<file path="src/rtl/usb_tx_pkg.sv">
// Shared types and constants for the USB transmit path.
package usb_tx_pkg;

    typedef enum logic {ST_RUN, ST_STUFF} stuff_state_t;

    localparam int USB_STUFF_RUN = 6;

endpackage

</file>
<file path="src/rtl/sat_counter.sv">
// Saturating up-counter with synchronous clear; clear and increment together yield 1.
module sat_counter #(
    parameter int W = 8
) (
    input  logic         clk,
    input  logic         n_rst,
    input  logic         clr,
    input  logic         inc,
    output logic [W-1:0] count
);

    // NOTE: sequential state is always written with <= so every flop samples pre-edge values.
    always_ff @(posedge clk) begin
        if (!n_rst) begin
            count <= '0;
        end else if (clr) begin
            count <= inc ? W'(1) : '0;
        end else if (inc && (count != '1)) begin
            count <= count + W'(1);
        end
    end

endmodule

</file>
<file path="src/rtl/bit_stuffer_param.sv">
// Serial bit stuffer: after RUN_LEN consecutive RUN_BIT bits, inserts one ~RUN_BIT bit
// and holds off upstream for that bit time.
module bit_stuffer_param
    import usb_tx_pkg::*;
#(
    parameter int   RUN_LEN     = USB_STUFF_RUN,
    parameter logic RUN_BIT     = 1'b1,
    parameter int   STUFF_CNT_W = 8
) (
    input  logic                   clk,
    input  logic                   n_rst,
    input  logic                   shift_en,
    input  logic                   stuff_en,
    input  logic                   flush,
    input  logic                   serial_in,
    input  logic                   in_valid,
    output logic                   in_ready,
    output logic                   serial_out,
    output logic                   out_valid,
    output logic                   stuffing,
    output logic [STUFF_CNT_W-1:0] stuff_count,
    input  logic                   count_clr
);

    localparam int RUN_W = $clog2(RUN_LEN + 1);

    stuff_state_t     state;
    stuff_state_t     state_next;
    logic [RUN_W-1:0] run;
    logic [RUN_W-1:0] run_next;
    logic             serial_next;
    logic             out_valid_next;
    logic             stuffing_next;
    logic             stuff_inc;

    // NOTE: every signal written here gets a default first, so no path can infer a latch.
    always_comb begin
        state_next     = state;
        run_next       = run;
        serial_next    = serial_out;
        out_valid_next = 1'b0;
        stuffing_next  = 1'b0;
        stuff_inc      = 1'b0;
        in_ready       = 1'b0;

        if (!n_rst) begin
            in_ready = 1'b0;
        end else if (flush) begin
            // Abort drops any pending stuff bit without touching the stuff counter.
            state_next = ST_RUN;
            run_next   = '0;
        end else begin
            case (state)
                ST_RUN: begin
                    in_ready = shift_en;
                    if (!stuff_en) begin
                        run_next = '0;
                    end
                    if (shift_en && in_valid) begin
                        serial_next    = serial_in;
                        out_valid_next = 1'b1;
                        if (serial_in != RUN_BIT) begin
                            run_next = '0;
                        end else if (stuff_en && (run == RUN_W'(RUN_LEN - 1))) begin
                            run_next   = '0;
                            state_next = ST_STUFF;
                        end else if (stuff_en) begin
                            run_next = run + RUN_W'(1);
                        end
                    end
                end
                ST_STUFF: begin
                    // The scheduled stuff bit goes out even if stuff_en has since dropped.
                    if (shift_en) begin
                        serial_next    = ~RUN_BIT;
                        out_valid_next = 1'b1;
                        stuffing_next  = 1'b1;
                        stuff_inc      = 1'b1;
                        run_next       = '0;
                        state_next     = ST_RUN;
                    end
                end
                default: begin
                    state_next = ST_RUN;
                    run_next   = '0;
                end
            endcase
        end
    end

    always_ff @(posedge clk) begin
        if (!n_rst) begin
            state      <= ST_RUN;
            run        <= '0;
            serial_out <= 1'b0;
            out_valid  <= 1'b0;
            stuffing   <= 1'b0;
        end else begin
            state      <= state_next;
            run        <= run_next;
            serial_out <= serial_next;
            out_valid  <= out_valid_next;
            stuffing   <= stuffing_next;
        end
    end

    sat_counter #(
        .W (STUFF_CNT_W)
    ) u_stuff_cnt (
        .clk   (clk),
        .n_rst (n_rst),
        .clr   (count_clr),
        .inc   (stuff_inc),
        .count (stuff_count)
    );

endmodule
</file>
<file path="config.mk">
export PLATFORM = sky130hd
export DESIGN_NAME = bit_stuffer_param
export DESIGN_NICKNAME = d
export VERILOG_FILES = /design/src/rtl/usb_tx_pkg.sv /design/src/rtl/sat_counter.sv /design/src/rtl/bit_stuffer_param.sv
export SDC_FILE = /design/constraint.sdc
export NUM_CORES = 1
export LEC_CHECK = 0
export CORE_MARGIN = 8
export CORE_UTILIZATION = 45
export DETAILED_ROUTE_END_ITERATION = 16
export PLACE_DENSITY = 0.74
export SLEW_MARGIN = 20
export SYNTH_ARGS = -nofsm -noshare
export SYNTH_HDL_FRONTEND = slang
export SYNTH_SLANG_ARGS = --single-unit
</file>
<file path="constraint.sdc">
create_clock -name clk -period 1.45 [get_ports clk]
set_input_delay 0.3625 -clock clk [delete_from_list [all_inputs] [get_ports clk]]
set_output_delay 0.3625 -clock clk [all_outputs]
set_load 0.005 [all_outputs]
</file>
==> flow_summary.ini <==
[place]
place.gp.congestion = 0.780
port_buffers = 19
dp_cells = 137
place_ws_ns = -0.607
placed_cell_area_um2 = 1090
hpwlAfterDp_um = 1570

[critical_path]
cpMaxStageDelayCell = dlygate4sd2_1
max_stage_delay_ns = 0.24
cp-start-kind = primary input
cp.arrival_ns = 1.05
end_kind = output port
reg2reg_slack_ns = 0.10
path_delay_family = buffers and inverters
cp.required_ns = 1.09
cp_max_fo = 2
path_cells = dlygate4sd2_1, nand2b_4, nor3b_2, buf_2
crit_buf_inv = 2
crit_type = in -> out

[power]
powerDensity_nw_per_um2 = 615
power_leakage_uw = 0.000507
ir_worst_vdd_uv = 391

[routing]
first_pass_iters = 4
routed-via-count = 840
wirelength_um = 2180
via_per_inst = 5.68
post-route-drc-count = 0
ant_nets = 0
detail_route.wl_per_cell_um = 14.7
drt_iter0_drc = 44

[global_routing]
grt_pass1_wl_um = 3650
first_global_vias = 840
grt_start_max_net_pins = 10
grt_usage = 0.140
grt_overflow_total = 0
grt_antenna_before_repair = 0

[floorplanning]
die_w_um = 58.1
dieArea_um2 = 3370
pin_count = 20
core_area_um2 = 1690
rows = 15
die_h_um = 58.1
start_util = 0.472

[timing]
fin_crit_ns = 1.41
setup-tns-final_ns = 0
finalSetupViolCount = 0
fin_ws_ns = 0.0398
fin_crit_sh = 0.973
skew_ns = 0.00906
hold_ws_ns = 0.513
hold_viol = 0
max_freq_ghz = 0.709
rsz0062_at_grt = false
drv_slew = 0
relSlewSlack = 0.699
tightest_slew_ns = 0.447

[logic_synthesis]
synth_top_area_frac = 0.377
yosys_warnings = 0
synthTopCellsByArea = dfxtp_1, nand2b_1, a211oi_1
synth.distinct_cells = 32
synth-seq-cells = 15
yosysSeqAreaShare = 0.377
synth_cells = 90
syn_nets = 101
async_flop_share = 0
synth.avg_cell_area_um2 = 8.86
synth-main-ff-cell = dfxtp_1
synth-edff-count = 0
yosys.area.top_type = dfxtp_1
netlist_area_um2 = 797

[clock_network]
clk_latency_ns = 0.29
clockBufferDepth = 2
cts_buffers = 3
cts-root-buf = clkbuf_4
cts_htree_levels = 1
cts_tree = yes
cts.reportedPaths.clkPinSlew_ns = 0.09
clock_sinks = 15

[outcome]
outcome = completed

[final_layout]
final.fill_count = 148
nets = 143
final_cells = 148
antenna_cells = 0
finalInstanceArea_um2 = 1200
drive_above_1_share = 0.290
area_growth_syn_to_layout_pct = 50.2

[min_path]
worst_hold_path_type = reg -> reg

[flow_run]
cap_violations = 0
## synthesized netlist by cell type, types with 2 or more instances
cell	count
inv_1	3
nand2b_1	7
dfxtp_1	15
mux2i_1	3
a211oi_1	5
nand4_1	3
nand2_1	9
o31a_1	3
o21ai_0	4
ha_1	3
a21oi_1	5
a311oi_1	2
nand3_1	4
nor3_1	2
nor2_1	3
nor2b_1	3
## worst paths after layout
kind,from,end,cells after the start
worst min-delay path,u_stuff_cnt.count[4],u_stuff_cnt.count[4],2
worst max register to register,state,run[1],5
worst max-delay path,flush,in_ready,4
worst min register to register,u_stuff_cnt.count[4],u_stuff_cnt.count[4],2
## cells by family (layout without fill, tap and decap cells)
kind of cell	after synthesis	in the layout	share of synthesized area
compound gates	25	25	0.218
fa+ha+maj	3	3	0.0471
buf+inv	4	45	0.0188
flops	15	15	0.377
mux	3	3	0.0377
simple gates	40	40	0.301
## cell type report
type | instances | area [um^2] | area share
multi-input cells | 71 | 512 | 0.427
flip-flops and latches | 15 | 319 | 0.266
repair buffers | 37 | 303 | 0.253
clock buffers | 3 | 22.5 | 0.0188
well taps | 17 | 21.3 | 0.0178
inverters | 4 | 15.0 | 0.0125
clock inverters | 1 | 5.00 | 0.00418
## stage by stage
step	util	total power [uW]
4_1_cts	0.701	740
2_1_floorplan	-	446
3_5_place_dp	0.646	498
5_1_grt	0.709	764
6_report	0.709	736
3_3_place_gp	0.646	496
## report_power, final
| group | total, uW | switching, uW | internal (uW) |
|---|---|---|---|
| logic | 74.9 | 31.9 | 43.0 |
| registers | 409 | 1.07 | 408 |
| clock network | 252 | 149 | 103 |
| total | 736 | 182 | 554 |
## worst reg2reg max path: stages, from the launching register on
cell and delay, ns:
dfxtp_1 0.33, buf_4 0.16, o21ai_0 0.39, buf_4 0.19, nand3b_1 0.07, a21oi_1 0.15
## cell usage in the layout, fill, tap and decap left out, drive strengths merged, types with 3 or more instances in the layout
cell and count:
o21ai 4, a211oi 5, buf 19, clkdlybuf4s50 4, a21oi 5, dlygate4sd2 14
nand2 9, ha 3, nand3 4, inv 4, nand2b 7, nor2 3
dfxtp 15, o31a 3, mux2i 3, nor2b 3, nand4 3, clkbuf 3
## routing by layer
metal	global-route usage	wire, um
met2	0.225	1010
met1	0.163	1050
met5	0	0
met4	0.0874	44
met3	0.0309	81
## sequential cells by signal (all words and copies together) (netlist names)
register / flops
state: 1
serial_out: 1
out_valid: 1
stuffing: 1
u_stuff_cnt.count: 8
run: 3
## timing repair
action	4_1_cts	5_1_grt
setup endpoints to repair	13	3
cloned	0	0
hold buffers	0	0
pin swaps	2	1
buffers inserted	7	0
resized for setup	33	2
Power figures use the tool's default switching activity.
